`src/rtl/slot_capture_ctrl_if.sv`:
```
// Slot capture bus: control, sampled-slot input and FIFO output handshake.
// master drives requests and consumes data; slave is the controller.
interface slot_capture_ctrl_if #(
   parameter int width = 10
);
   logic             cen;
   logic             start;
   logic [3:0]       frames;
   logic [23:0]      mask;
   logic [width-1:0] mixed;
   logic [4:0]       cnt;
   logic             sync;
   logic             busy;
   logic             done;
   logic [width-1:0] dout;
   logic [4:0]       dslot;
   logic             dvalid;
   logic             dready;
   logic             overflow;

   modport master (
      output cen, start, frames, mask, mixed, dready,
      input  cnt, sync, busy, done, dout, dslot, dvalid, overflow
   );

   modport slave (
      input  cen, start, frames, mask, mixed, dready,
      output cnt, sync, busy, done, dout, dslot, dvalid, overflow
   );
endinterface

```
`src/rtl/slot_capture_ctrl.sv`:
```
// Captures selected slots of a 24-slot TDM stream over N frames
// into a small FIFO with a valid/ready consumer side.
module slot_capture_ctrl #(
   parameter int         width = 10,
   parameter logic [4:0] pos0  = 5'd0,
   parameter int         depth = 4
) (
   input logic clk,
   input logic rst_n,
   slot_capture_ctrl_if.slave bus
);
   localparam int AW = $clog2(depth);
   localparam logic [AW:0] FULL = (AW+1)'(depth);

   typedef enum logic [1:0] {
      S_IDLE,
      S_WAIT,
      S_CAP,
      S_DRAIN
   } state_t;

   state_t           state_q;
   logic [4:0]       cnt_q, cnt_d;
   logic [5:0]       sum;
   logic [4:0]       slot;
   logic             sync;
   logic [3:0]       frames_q, rem_q;
   logic [23:0]      mask_q;
   logic             done_q, ovf_q;
   logic [width-1:0] data_mem [depth];
   logic [4:0]       slot_mem [depth];
   logic [AW-1:0]    wr_q, rd_q;
   logic [AW:0]      count_q, count_d;
   logic             empty, full;
   logic             push_req, push, pop;

   always_comb begin
      sum = {1'b0, cnt_q} + {1'b0, pos0};
      if (sum >= 6'd48) begin
         slot = 5'(sum - 6'd48);
      end else if (sum >= 6'd24) begin
         slot = 5'(sum - 6'd24);
      end else begin
         slot = sum[4:0];
      end
   end

   always_comb begin
      cnt_d = cnt_q;
      if (bus.cen) begin
         cnt_d = (cnt_q == 5'd23) ? 5'd0 : cnt_q + 5'd1;
      end
   end

   assign sync     = bus.cen && (slot == 5'd23);
   assign empty    = (count_q == '0);
   assign full     = (count_q == FULL);
   assign pop      = !empty && bus.dready;
   assign push_req = (state_q == S_CAP) && bus.cen && mask_q[slot];
   // A full FIFO still takes the sample when the head leaves this cycle
   assign push     = push_req && (!full || pop);
   assign count_d  = count_q + (AW+1)'(push) - (AW+1)'(pop);

   always_ff @(posedge clk) begin
      if (push) begin
         data_mem[wr_q] <= bus.mixed;
         slot_mem[wr_q] <= slot;
      end
   end

   always_ff @(posedge clk) begin
      if (!rst_n) begin
         state_q  <= S_IDLE;
         cnt_q    <= '0;
         frames_q <= '0;
         rem_q    <= '0;
         mask_q   <= '0;
         done_q   <= 1'b0;
         ovf_q    <= 1'b0;
         wr_q     <= '0;
         rd_q     <= '0;
         count_q  <= '0;
      end else begin
         cnt_q   <= cnt_d;
         count_q <= count_d;
         done_q  <= 1'b0;
         if (push) wr_q <= wr_q + AW'(1);
         if (pop)  rd_q <= rd_q + AW'(1);
         if (push_req && full && !pop) ovf_q <= 1'b1;
         unique case (state_q)
            S_IDLE: begin
               if (bus.start) begin
                  ovf_q <= 1'b0;
                  if (bus.frames != 4'd0) begin
                     frames_q <= bus.frames;
                     mask_q   <= bus.mask;
                     state_q  <= S_WAIT;
                  end else begin
                     done_q <= 1'b1;
                  end
               end
            end
            S_WAIT: begin
               if (sync) begin
                  rem_q   <= frames_q;
                  state_q <= S_CAP;
               end
            end
            S_CAP: begin
               if (sync) begin
                  rem_q <= rem_q - 4'd1;
                  if (rem_q == 4'd1) state_q <= S_DRAIN;
               end
            end
            S_DRAIN: begin
               if (empty) begin
                  state_q <= S_IDLE;
                  done_q  <= 1'b1;
               end
            end
            default: state_q <= S_IDLE;
         endcase
      end
   end

   assign bus.cnt      = cnt_q;
   assign bus.sync     = sync;
   assign bus.busy     = (state_q != S_IDLE);
   assign bus.done     = done_q;
   assign bus.dvalid   = !empty;
   assign bus.dout     = empty ? '0 : data_mem[rd_q];
   assign bus.dslot    = empty ? '0 : slot_mem[rd_q];
   assign bus.overflow = ovf_q;
endmodule
```
`src/flat_wrapper.sv`:
```
// flat-port wrapper written by rule: the top's interface ports become plain ports
module slot_capture_ctrl_flat 
#(
   parameter int         width = 10,
   parameter logic [4:0] pos0  = 5'd0,
   parameter int         depth = 4
)
  (clk, rst_n, bus_cen, bus_start, bus_frames, bus_mask, bus_mixed, bus_dready, bus_cnt, bus_sync, bus_busy, bus_done, bus_dout, bus_dslot, bus_dvalid, bus_overflow);
  slot_capture_ctrl_if #(.width(width)) bus_i ();
  input logic clk;
  input logic rst_n;
  input wire logic [$bits(bus_i.cen)-1:0] bus_cen;
  input wire logic [$bits(bus_i.start)-1:0] bus_start;
  input wire logic [$bits(bus_i.frames)-1:0] bus_frames;
  input wire logic [$bits(bus_i.mask)-1:0] bus_mask;
  input wire logic [$bits(bus_i.mixed)-1:0] bus_mixed;
  input wire logic [$bits(bus_i.dready)-1:0] bus_dready;
  output wire logic [$bits(bus_i.cnt)-1:0] bus_cnt;
  output wire logic [$bits(bus_i.sync)-1:0] bus_sync;
  output wire logic [$bits(bus_i.busy)-1:0] bus_busy;
  output wire logic [$bits(bus_i.done)-1:0] bus_done;
  output wire logic [$bits(bus_i.dout)-1:0] bus_dout;
  output wire logic [$bits(bus_i.dslot)-1:0] bus_dslot;
  output wire logic [$bits(bus_i.dvalid)-1:0] bus_dvalid;
  output wire logic [$bits(bus_i.overflow)-1:0] bus_overflow;
  assign bus_i.cen = bus_cen;
  assign bus_i.start = bus_start;
  assign bus_i.frames = bus_frames;
  assign bus_i.mask = bus_mask;
  assign bus_i.mixed = bus_mixed;
  assign bus_i.dready = bus_dready;
  assign bus_cnt = bus_i.cnt;
  assign bus_sync = bus_i.sync;
  assign bus_busy = bus_i.busy;
  assign bus_done = bus_i.done;
  assign bus_dout = bus_i.dout;
  assign bus_dslot = bus_i.dslot;
  assign bus_dvalid = bus_i.dvalid;
  assign bus_overflow = bus_i.overflow;
  slot_capture_ctrl #(.width(width), .pos0(pos0), .depth(depth)) u_core (.clk(clk), .rst_n(rst_n), .bus(bus_i));
endmodule
```
`config.mk`:
```
export PLATFORM = sky130hd
export DESIGN_NAME = slot_capture_ctrl_flat
export DESIGN_NICKNAME = d
export VERILOG_FILES = /design/src/rtl/slot_capture_ctrl_if.sv /design/src/rtl/slot_capture_ctrl.sv /design/src/flat_wrapper.sv
export SDC_FILE = /design/constraint.sdc
export NUM_CORES = 1
export LEC_CHECK = 0
export BUFFER_PORTS_ARGS = -buffer_cell sky130_fd_sc_hd__buf_2
export CAP_MARGIN = 20
export CORE_ASPECT_RATIO = 0.7
export CORE_MARGIN = 4
export CORE_UTILIZATION = 45
export CTS_BUF_LIST = sky130_fd_sc_hd__clkbuf_16
export DETAILED_ROUTE_END_ITERATION = 8
export GPL_TIMING_DRIVEN = 0
export PLACE_DENSITY = 0.73
export SLEW_MARGIN = 20
export SYNTH_ARGS = -nofsm -noshare
export SYNTH_HDL_FRONTEND = slang
export SYNTH_SLANG_ARGS = --single-unit
```
`constraint.sdc`:
```
create_clock -name clk -period 8.1 [get_ports clk]
set_input_delay 0.81 -clock clk [delete_from_list [all_inputs] [get_ports clk]]
set_output_delay 0.81 -clock clk [all_outputs]
set_load 0.005 [all_outputs]
```
After elaboration in Yosys (flattened, before gate mapping)
Memory sizes are Yosys's and may differ from the RTL's. A register that Yosys moved wholly into a read port is not among the register bits. Index checks and enable logic that the tools add are counted.

Reduce and logical (&&, ||, !) cells: 19. Add/sub/neg operators: 8. Muxes and demuxes: 30. Equality and inequality tests: 13. $lt $le $gt $ge: 3.

Operators by type and width (count): 2-bit two-way mux (10); 5-bit two-way mux (4); 5-bit == test, second input constant (2); 10-bit two-way mux (1); 5-bit subtractor, second input constant (2); 1-bit two-way mux (9); 4-bit two-way mux (2); 2-bit != test, second input constant (4); 2-bit case mux with 4 select lines (1); 4-bit case mux with 2 select lines (1); 1-bit logical AND (7); 5-bit by 6-bit greater-or-equal comparator with 1-bit output, second input constant (1); 5-bit by 6-bit < comparator with 1-bit output, second input constant (1); 3-bit AND reduction (2); 6-bit AND reduction (1); 5-bit by 1-bit adder with 5-bit output, second input constant (1); 1-bit binary-select mux with 5-bit select (1); 5-bit greater-or-equal comparator, second input constant (1); 2-bit by 1-bit adder with 2-bit output, second input constant (2); 2-bit == test, second input constant (2); 4-bit by 1-bit == test with 1-bit output, second input constant (1); 2-bit by 1-bit != test with 1-bit output, second input constant (2); 2-bit nonzero test (2); 4-bit nonzero test (1); other kinds (10) (12).

Output and inout bits: 25. Bits of input ports: 43. Memory bits (writable): 60. Memories: 2. Register bits after elaboration: 48. Logic and storage cells: 85.

Memories: u_core.data_mem (words 4, bits a word 10, rd ports 1, clocked after memory_dff 1, write ports 1, line slot_capture_ctrl.sv:30) `logic [width-1:0] data_mem [depth];`; u_core.slot_mem (words 4, bits a word 5, rd ports 1, clocked after memory_dff 1, write ports 1, line slot_capture_ctrl.sv:31) `logic [4:0] slot_mem [depth];`.

Depth between registers and ports, before layout
Gate-level depths: netlist (run 1).

Word-level depth: 11. Mapped depth: 13. Depth with buffers taken out: 11.

Worst setup path before layout (run 1)
No wires, ideal clock.

Path type: register to register. Start point: register u_core.cnt_q[0] (netlist: u_core.bus.cnt[0]). End point: register u_core.count_q[2]. Path slack: 5405 ps. Setup time: 115 ps. Cell stages (with the launch flop): 14. Clock period less this slack: 2695 ps. Buffers on the path: 3. Data required time: 7985 ps. Arrival time: 2580 ps. Cells stage by stage: dfxtp_1 buf_6 buf_12 mux2i_1 mux4_2 a22oi_2 and3_1 buf_6 ha_1 inv_1 fa_1 xnor2_1 xnor2_1 and2_1.

Word-level cells in the longest chain between the ends: 9. Elaborated cells between the ends (all ways): 12. Those cells by class: 4 x add/sub; 2 x order compare; 4 x mux; 2 x reduce/logical.

RTL lines: start, declared (line slot_capture_ctrl.sv:23) `logic [4:0] cnt_q, cnt_d;`; start signal, assigned (line slot_capture_ctrl.sv:84) `cnt_q <= cnt_d;`; 5-bit subtractor / 5-bit greater-or-equal comparator (equally long branches) (line slot_capture_ctrl.sv:42, slot_capture_ctrl.sv:41); 5-bit two-way mux (line slot_capture_ctrl.sv:41) `end else if (sum >= 6'd24) begin`; 5-bit two-way mux * (line slot_capture_ctrl.sv:39) `if (sum >= 6'd48) begin`; 1-bit binary-select mux with 5-bit select * (line slot_capture_ctrl.sv:59) `assign push_req = (state_q == S_CAP) && bus.cen && mask_q[slot];`; 1-bit two-way mux (not written as such) * (line slot_capture_ctrl.sv:59); 1-bit logical AND * (line slot_capture_ctrl.sv:59); 1-bit logical AND * (line slot_capture_ctrl.sv:61) `assign push = push_req && (!full || pop);`; named net u_core.push (line slot_capture_ctrl.sv:35) `logic push_req, push, pop;`; 3-bit by 1-bit adder with 3-bit output * (line slot_capture_ctrl.sv:62) `assign count_d = count_q + (AW+1)'(push) - (AW+1)'(pop);`; 3-bit by 1-bit subtractor with 3-bit output * (line slot_capture_ctrl.sv:62); end signal, assigned (line slot_capture_ctrl.sv:85) `count_q <= count_d;`; end, declared (line slot_capture_ctrl.sv:33) `logic [AW:0] count_q, count_d;`.

The timed path passes the listed nets; every way through them passes the cells marked *. The select of a mux whose other input is x is not followed. A chain may end at the register's enable or synchronous reset.

==> run summary, run 1 <==
Area share of the largest cell type after synthesis: 0.377
EDFF count, synth: 60
# hold bufs at CTS: 0
Post-Route M1 WL: 4.57 mm
Fin. Hold Viols: 0
Worst hold path class: reg2reg
IO buf count: 66
Largest cells by area after synthesis: edfxtp_1, dfxtp_1, mux4_2, nand2_1, a21boi_0
Final worst slack: 4.97 ns
Sum of negative setup slack: 0 ns
GRT Residual Overflow: 0
Initial cell density of the core: 0.462
Seq cells post-synth: 110
Prevailing post-synth register cell: edfxtp_1
RePlAce Congestion: 0.860
Hold_ws: 0.459 ns
Number of global-route vias before repair: 3,131
Endpoint type of the worst setup path: output pin
Final Max Slew Viols: 0
Req. time, crit path: 7.29 ns
Initial DRC Count: 149
GRT Total Usage: 0.162
CTS max path bufs: 2
Max Freq: 320 MHz
TritonCTS Buffers: 9
Most frequent CP cell: buf_2
Sequential area share after synthesis: 0.586
Pre-CTS setup slack: 5.10 ns
Post-cts resize count: 0
Rel. slew slack: 0.457
WP buf/inv: 3
Pin count of the biggest net entering global routing: 23
Antenna viol nets, final: 0
Half-perimeter wire length after placement: 6.90 mm
Final setup viols: 0
Avg WL per Cell: 15.9 um
Die height: 94.3 um
Unrepaired setup endpoints after global routing: no
Pleak: 2.11 nW
Wire length on met2: 4.38 mm
CP top delay family: buffers and inverters
Status: finished, final reports clean
Post-Syn Area per Cell: 12.5 um2
Slew @ Worst Pin: 0.815 ns
Final nets: 516
Ys async rst share: 0
Post-synthesis cell type count: 44
Clk root buf: clkbuf_16
Setup Skew: 0.00806 ns
Area of the core: 0.0104 mm2
TritonCTS clock tree: done
Number of synthesis warnings: 0
Drt drc: 0
Fin crit period: 3.13 ns
Final Cycle Share: 0.386
First-pass GRT wire length: 15.7 mm
Clk_lat worst skew: 0.35 ns
Die ar.: 0.0124 mm2
CTS sink cnt: 110
Routed vias: 3,076
Mapped Area: 0.00478 mm2
Crit path max fanout: 10
Chip width: 131 um
Inserted Diodes: 0
Synth Instances: 382
DRT Wirelength: 9.45 mm
CP max stage delay: 0.55 ns
Row cnt: 31
Clk slew on worst S/H paths: 0.08 ns
Setup CP Type: reg2out
Slowest CP cell: mux4_2
Cell Pwr Density: 274 mW/mm2
H-tree levels: 3
Max-cap viol count: 0
P&R area growth vs syn: 16.8%
Synth Net Count: 439
IO Pins: 68
Startpoint Class: flop
CP Cell Sequence: clkbuf_1 > buf_2 > mux4_2 > and2_1 > buf_2
Highest routed metal layer: met4
Post-CTS Setup Inserts: 0
Peak VDD IR: 0.149 mV
Yosys top cell by area: edfxtp_1
Most frequent cell after synthesis: nand2_1
Met3 wire length: 403 um
Power, Total: 1.53 mW
Data arrival, critical path: 2.32 ns
Number of antenna violations at the first check in global routing: 0
Initial DRT Pass Iterations: 4
Commonest cells in the netlist: nand2_1, edfxtp_1, dfxtp_1
Fraction of layout cells with a size suffix above 1: 0.246
Via-to-Cell Ratio: 5.16
-- layout make-up --
cell class                 count  area (um2)
timing repair buffer          66         330
clock inverter                 7        81.3
fill                         882        4770
multi-input combinational    233        1790
tap                          132         165
inverter                      15        56.3
buffer                        24         138
clock buffer                   9         225
sequential                   110        2800
-- metrics by stage --
step | area [um2] | std cells | util
after global placement | 5280 | 580 | 0.510
after detailed placement | 5280 | 580 | 0.510
after CTS | 5590 | 596 | 0.539
after global routing | 5590 | 596 | 0.539
after floorplan | 4780 | 382 | -
final | 5590 | 596 | 0.539
-- cells by family after synthesis --
family,after synthesis,share of synthesized area
adder cells (fa/ha/maj),14,0.0382
multiplexers,34,0.119
buffers and inverters,39,0.0405
XOR/XNOR,6,0.0110
AND/OR/NAND/NOR,129,0.129
AO/OA/AOI/OAI,50,0.0764
flip-flops,110,0.586
-- sequential cells by signal (all words and copies together) (netlist names), 3 cells and up, named ones only --
| name | count |
|---|---|
| u_core.bus.cnt | 5 |
| u_core.frames_q | 4 |
| u_core.count_q | 3 |
| u_core.rem_q | 4 |
| u_core.slot_mem | 20 |
| u_core.data_mem | 40 |
| u_core.mask_q | 24 |
-- metal layers --
layer  vias to the layer above  track usage
li1                       1501            -
met1                      1510        0.222
met2                        57        0.259
met3                         8       0.0412
met4                         0       0.0420
met5                         -            0
-- worst min-delay path, delay by kind of cell, from the launching register on --
family,cells,cell delay [ns]
and+or+nand+nor,1,0.05
AOI/OAI and AO/OA,1,0.05
DFF,1,0.31
-- cells in the final DEF, fill, tap and decap left out, drive strengths merged, types with 3 or more instances in the layout --
cell type  instances
a21boi            32
a31oi              3
and2              24
buf               76
clkbuf            23
clkinv             3
dfxtp             50
edfxtp            60
ha                13
inv               19
mux2               3
mux2i             13
mux4              18
nand2             70
nand2b             3
nand3              7
nor2               5
nor2b              8
o21ai              5
xnor2              5
-- where the power goes --
| part | switching [mW] | internal, mW |
|---|---|---|
| logic | 0.225 | 0.192 |
| registers | 0.0338 | 0.634 |
| clock network | 0.221 | 0.222 |
-- path summary, 6_finish.rpt --
path | startpoint | endpoint | slack, ns | cells past startpoint
setup / recovery | flop | bus_dout[0] | 4.97 | 5
hold / removal | u_core.mask_q[13] | u_core.mask_q[13] | 0.46 | 2
setup reg to reg | u_core.bus.cnt[1] | u_core.count_q[2] | 5.07 | 11
hold reg to reg | u_core.mask_q[13] | u_core.mask_q[13] | 0.46 | 2
Power figures use the tool's default switching activity.
==> run 2, diff against run 1 <==
ABC_AREA = 1   (was unset)
clock period = 3 ns   (was 8.1 ns; I/O delays follow)
==> run 2 against run 1 <==
Net effect:
- largest cell class unchanged
- register-to-register slack worse by 4.8 ns
- critical path depth is 4 higher
- global-route usage up 1.4 points
- largest power group unchanged
==> run summary, run 2 <==
GRT Total Usage: 0.176
Setup Skew: 0.00866 ns
GRT Residual Overflow: 0
Sequential area share after synthesis: 0.591
Data arrival, critical path: 2.71 ns
Peak VDD IR: 0.339 mV
Area of the core: 0.0103 mm2
Setup CP Type: reg2reg
H-tree levels: 3
Final setup viols: 0
Yosys top cell by area: edfxtp_1
Fin. Hold Viols: 0
Post-Syn Area per Cell: 9.11 um2
Pleak: 2.25 nW
EDFF count, synth: 60
Commonest cells in the netlist: nor2_1, o21ai_0, edfxtp_1
CTS max path bufs: 2
Clk slew on worst S/H paths: 0.08 ns
Rel. slew slack: 0.416
Flop2flop setup slack: 0.27 ns
Max Freq: 366 MHz
Post-synthesis cell type count: 25
Startpoint Class: flop
Mapped Area: 0.00474 mm2
Most flops, register: u_core.data_mem
CTS sink cnt: 110
Synth Net Count: 577
Worst hold path class: in2reg
Inserted Diodes: 0
Commonest non-fill, non-tap cell in the layout: nor2_1
Initial DRT Pass Iterations: 5
Final Max Slew Viols: 0
Register area: 0.00280 mm2
Status: finished, final reports clean
DRT Wirelength: 10.6 mm
Initial cell density of the core: 0.459
# fillers: 924
Met1 usage: 0.239
IO buf count: 67
Number of global-route vias before repair: 3,625
Sum of negative setup slack: 0 ns
Req. time, crit path: 2.98 ns
Met2 track demand over resource: 0.280
Fin crit period: 2.73 ns
Chip width: 131 um
Endpoint type of the worst setup path: flop
Max-cap viol count: 0
Pin count of the biggest net entering global routing: 21
Ys async rst share: 0
Drt drc: 0
Clk root buf: clkbuf_16
Crit path max fanout: 15
Final nets: 655
Post-CTS Setup Inserts: 0
Routed vias: 3,752
Die ar.: 0.0123 mm2
Largest register FFs: 40
First-pass GRT wire length: 17.0 mm
Layer with the highest usage: met2
Most frequent cell after synthesis: nor2_1
Unrepaired setup endpoints after global routing: no
Final Util: 0.537
Half-perimeter wire length after placement: 7.50 mm
Number of antenna violations at the first check in global routing: 0
Clk_lat worst skew: 0.35 ns
Final Non-Filler Cells: 735
IO Pins: 68
Dpl cells: 719
Antenna viol nets, final: 0
Multi-input logic area: 0.00162 mm2
Final Cycle Share: 0.911
Row cnt: 31
Biggest regs: u_core.data_mem (40), u_core.mask_q (24), u_core.slot_mem (20)
Avg WL per Cell: 14.4 um
Slew @ Worst Pin: 0.875 ns
RePlAce Congestion: 0.862
TritonCTS clock tree: done
TritonCTS Buffers: 9
Synth Instances: 520
Number of synthesis warnings: 0
Via-to-Cell Ratio: 5.10
Seq cells post-synth: 110
Largest cells by area after synthesis: edfxtp_1, dfxtp_1, nor2_1, o21ai_0, a21oi_1
Area share of the largest cell type after synthesis: 0.380
Initial DRC Count: 294
Cell Pwr Density: 778 mW/mm2
Met3 usage: 0.0415
Prevailing post-synth register cell: edfxtp_1
Power, Total: 4.31 mW
P&R area growth vs syn: 17.0%
Die height: 93.9 um
Fraction of layout cells with a size suffix above 1: 0.164
Most frequent cells in the layout: nor2_1, o21ai_0, buf_2
==> run 2: changes by cell type after synthesis, sizes merged, moves of 8 or more <==
cell    before  now
nor2         5  107
o21ai        5   71
a21oi        1   48
inv         15   56
a21boi      32    0
and2        24    0
nand2       70   50
mux4        18    0
nand3        7   23
mux2i       13    0
nor2b        8    0
==> run 2: report_power, final <==
| group | total (mW) | internal (mW) | switching [mW] |
|---|---|---|---|
| clock | 1.16 | 0.584 | 0.579 |
| sequential | 1.86 | 1.76 | 0.101 |
| combinational | 1.29 | 0.454 | 0.834 |
| total | 4.31 | 2.80 | 1.51 |
==> run 2: path summary, 6_finish.rpt <==
check	start	endpoint	cells past startpoint
hold / removal	bus_mixed[8]	u_core.data_mem[2][8]	1
hold reg to reg	u_core.mask_q[10]	u_core.mask_q[10]	2
setup reg to reg	u_core.bus.cnt[0]	u_core.slot_mem[1][2]	9
setup / recovery	u_core.bus.cnt[0]	u_core.slot_mem[1][2]	9
==> run 2: cell type report <==
class / count / area share
inverters: 56 / 0.0379
well taps: 132 / 0.0298
multi-input cells: 329 / 0.293
clock inverters: 7 / 0.0115
plain buffers: 25 / 0.0212
clock buffers: 9 / 0.0406
flip-flops and latches: 110 / 0.506
repair buffers: 67 / 0.0605
==> run 2: what timing repair did <==
item / 4_1_cts / 5_1_grt
gates resized for setup: 0 / 1
hold buffers: 0 / 0
endpoints found under the setup margin: 0 / 3
==> run 2: cell families (layout without fill, tap and decap cells) <==
group                      count (synthesis)  in the layout  synth area share
AOI/OAI and AO/OA                        123            123             0.131
DFF                                      110            110             0.591
buffers and inverters                     81            164            0.0692
adders and majority gates                 14             14            0.0385
xor gates and xnor gates                   4              4           0.00739
and+or+nand+nor                          188            188             0.162
==> run 2: layer usage <==
layer,routed length (um),vias up
met5,0,-
met4,111,0
met3,535,10
met2,5040,94
met1,4930,1769
li1,-,1879
==> run 2: metrics by stage <==
step                area, um2  hold slack, ns  setup slack (ns)
detailed placement       5250           0.451             0.233
global placement         5240           0.438           -0.0935
CTS                      5540           0.152             0.225
finish                   5540           0.160             0.268
global route             5540           0.150            0.0111
floorplan                4740           0.399             0.682
==> run 2: worst max-delay path: stages (launching register included) <==
cell and delay (ns):
dfxtp_1 0.64, buf_4 0.27, nand2_1 0.06, nand3_1 0.08, nand3_1 0.08, nand3_1 0.09
nand2_1 0.09, nor2_4 0.20, nand2_2 0.15, nor2_2 0.69
==> run 3, diff against run 2 <==
ABC_AREA = unset   (was 1)
==> run 3 against run 2 <==
Net effect:
- design area rose by 1.2%
- cell count decreased by 19%
- first-iteration DRC count down 49%
- global-route usage is 1.4 points lower
- via count is 19% lower
- critical endpoint is now u_core.count_q[2]
- largest power group unchanged
==> run summary, run 3 (synthesis results as in run 1) <==
Status: finished, final reports clean
Chip width: 131 um
Post-CTS Setup Inserts: 0
# hold bufs at CTS: 0
Endpoint type of the worst setup path: flop
Antenna viol nets, final: 0
Final nets: 516
Inserted Diodes: 0
Clk_lat worst skew: 0.35 ns
Crit path max fanout: 10
Power share of the combinational group: 0.276
WP buf/inv: 4
Die height: 94.3 um
Setup Skew: 0.00722 ns
Slew @ Worst Pin: 0.814 ns
GRT Residual Overflow: 0
First-pass GRT wire length: 15.7 mm
IO buf count: 66
Power, Total: 4.14 mW
Peak VDD IR: 0.401 mV
RePlAce Congestion: 0.860
Fraction of layout cells with a size suffix above 1: 0.259
P&R area growth vs syn: 17.2%
Data arrival, critical path: 3.13 ns
Clk slew on worst S/H paths: 0.08 ns
Final worst slack: 0.112 ns
Half-perimeter wire length after placement: 6.90 mm
Area of the core: 0.0104 mm2
CP max stage delay: 0.48 ns
Biggest regs: u_core.data_mem (40), u_core.mask_q (24), u_core.slot_mem (20)
GRT Total Usage: 0.162
Final setup viols: 0
H-tree levels: 3
Worst hold path class: in2reg
Pre-CTS setup slack: 0.00244 ns
Largest register FFs: 40
Cell Pwr Density: 738 mW/mm2
TritonCTS Buffers: 9
Startpoint Class: flop
Switch Pwr: 1.30 mW
Number of antenna violations at the first check in global routing: 0
Final Cycle Share: 0.963
Pin count of the biggest net entering global routing: 23
Initial DRT Pass Iterations: 4
CTS sink cnt: 110
TritonCTS clock tree: done
Slowest CP cell: mux4_2
Final Util: 0.542
Fin. Hold Viols: 0
Most frequent cells in the layout: nand2_1, buf_2, edfxtp_1
Fin crit period: 2.89 ns
Drt drc: 0
Number of global-route vias before repair: 3,131
Sequential share of power: 0.436
Avg WL per Cell: 15.9 um
Most frequent CP cell: buf_6
Max Freq: 346 MHz
Pleak: 2.12 nW
Routed vias: 3,050
DRT Wirelength: 9.49 mm
Post-cts resize count: 1
Rel. slew slack: 0.457
CTS max path bufs: 2
Row cnt: 31
Internal: 2.84 mW
Die ar.: 0.0124 mm2
Sum of negative setup slack: 0 ns
Initial cell density of the core: 0.462
Via-to-Cell Ratio: 5.12
Max-cap viol count: 0
Most flops, register: u_core.data_mem
Clk network pwr share: 0.288
IO Pins: 68
CP Cell Sequence: buf_6 > buf_12 > mux2i_1 > mux4_2 > a22oi_2 > and3_4 > buf_6 > ha_1 > inv_1 > fa_1 > xnor2_2 > xnor2_1 > and2_1
Setup CP Type: reg2reg
Sw frac: 0.314
# fillers: 879
Clk root buf: clkbuf_16
Req. time, crit path: 3.24 ns
Final Max Slew Viols: 0
Initial DRC Count: 150
CP top delay family: multiplexers
run 3: cell count changes in the layout (fill, tap and decap cells not counted), moves of 8 or more:
cell      change
a21boi_0     +28
a21oi_1      -47
and2_1       +24
inv_1        -40
mux2i_1      +13
mux4_2       +18
nand2_1      +22
nand3_1      -16
nor2_1       -96
nor2b_1       +8
o21ai_0      -66
run 3: power groups by stage:
stage	Sequential [mW]	Combinational, mW	Clock, mW
6_report	1.81	1.14	1.19
5_1_grt	1.82	1.30	1.28
4_1_cts	1.80	1.14	1.22
3_5_place_dp	1.84	1.14	0
3_3_place_gp	1.83	1.11	0
2_1_floorplan	1.81	0.793	0
run 3: area by class of cell:
class	count	area, um2	share of cell area
well taps	132	165	0.0294
plain buffers	24	143	0.0254
clock inverters	7	81.3	0.0145
repair buffers	66	330	0.0589
inverters	15	56.3	0.0100
multi-input cells	233	1800	0.321
flip-flops and latches	110	2810	0.501
clock buffers	9	225	0.0402
run 3: worst reg2reg max path, cell delays in order, from the launching register on:
cell and delay, ns:
dfxtp_4 0.37, buf_6 0.15, buf_12 0.15, mux2i_1 0.11, mux4_2 0.48, a22oi_2 0.18
and3_4 0.20, buf_6 0.12, ha_1 0.15, inv_1 0.05, fa_1 0.40, xnor2_2 0.15
xnor2_1 0.12, and2_1 0.15
run 3: per-layer routing:
metal	wire, um	up-vias	global-route usage
li1	-	1501	-
met1	4650	1499	0.222
met2	4420	43	0.259
met3	338	7	0.0412
met4	83	0	0.0420
met5	0	-	0
run 3: worst paths after layout:
| path | start | to | slack (ns) | cells after the start |
|---|---|---|---|---|
| min | bus_mixed[7] | u_core.data_mem[0][7] | 0.17 | 1 |
| min reg2reg | u_core.mask_q[13] | u_core.mask_q[13] | 0.46 | 2 |
| max reg2reg | u_core.bus.cnt[0] | u_core.count_q[2] | 0.11 | 13 |
| max | u_core.bus.cnt[0] | u_core.count_q[2] | 0.11 | 13 |
run 3: through the flow:
stage	hold slack, ns	cells	cell area, um2
2_1_floorplan	0.399	382	4780
3_3_place_gp	0.444	580	5280
3_5_place_dp	0.452	580	5280
4_1_cts	0.152	596	5590
5_1_grt	0.150	596	5610
6_report	0.166	596	5610
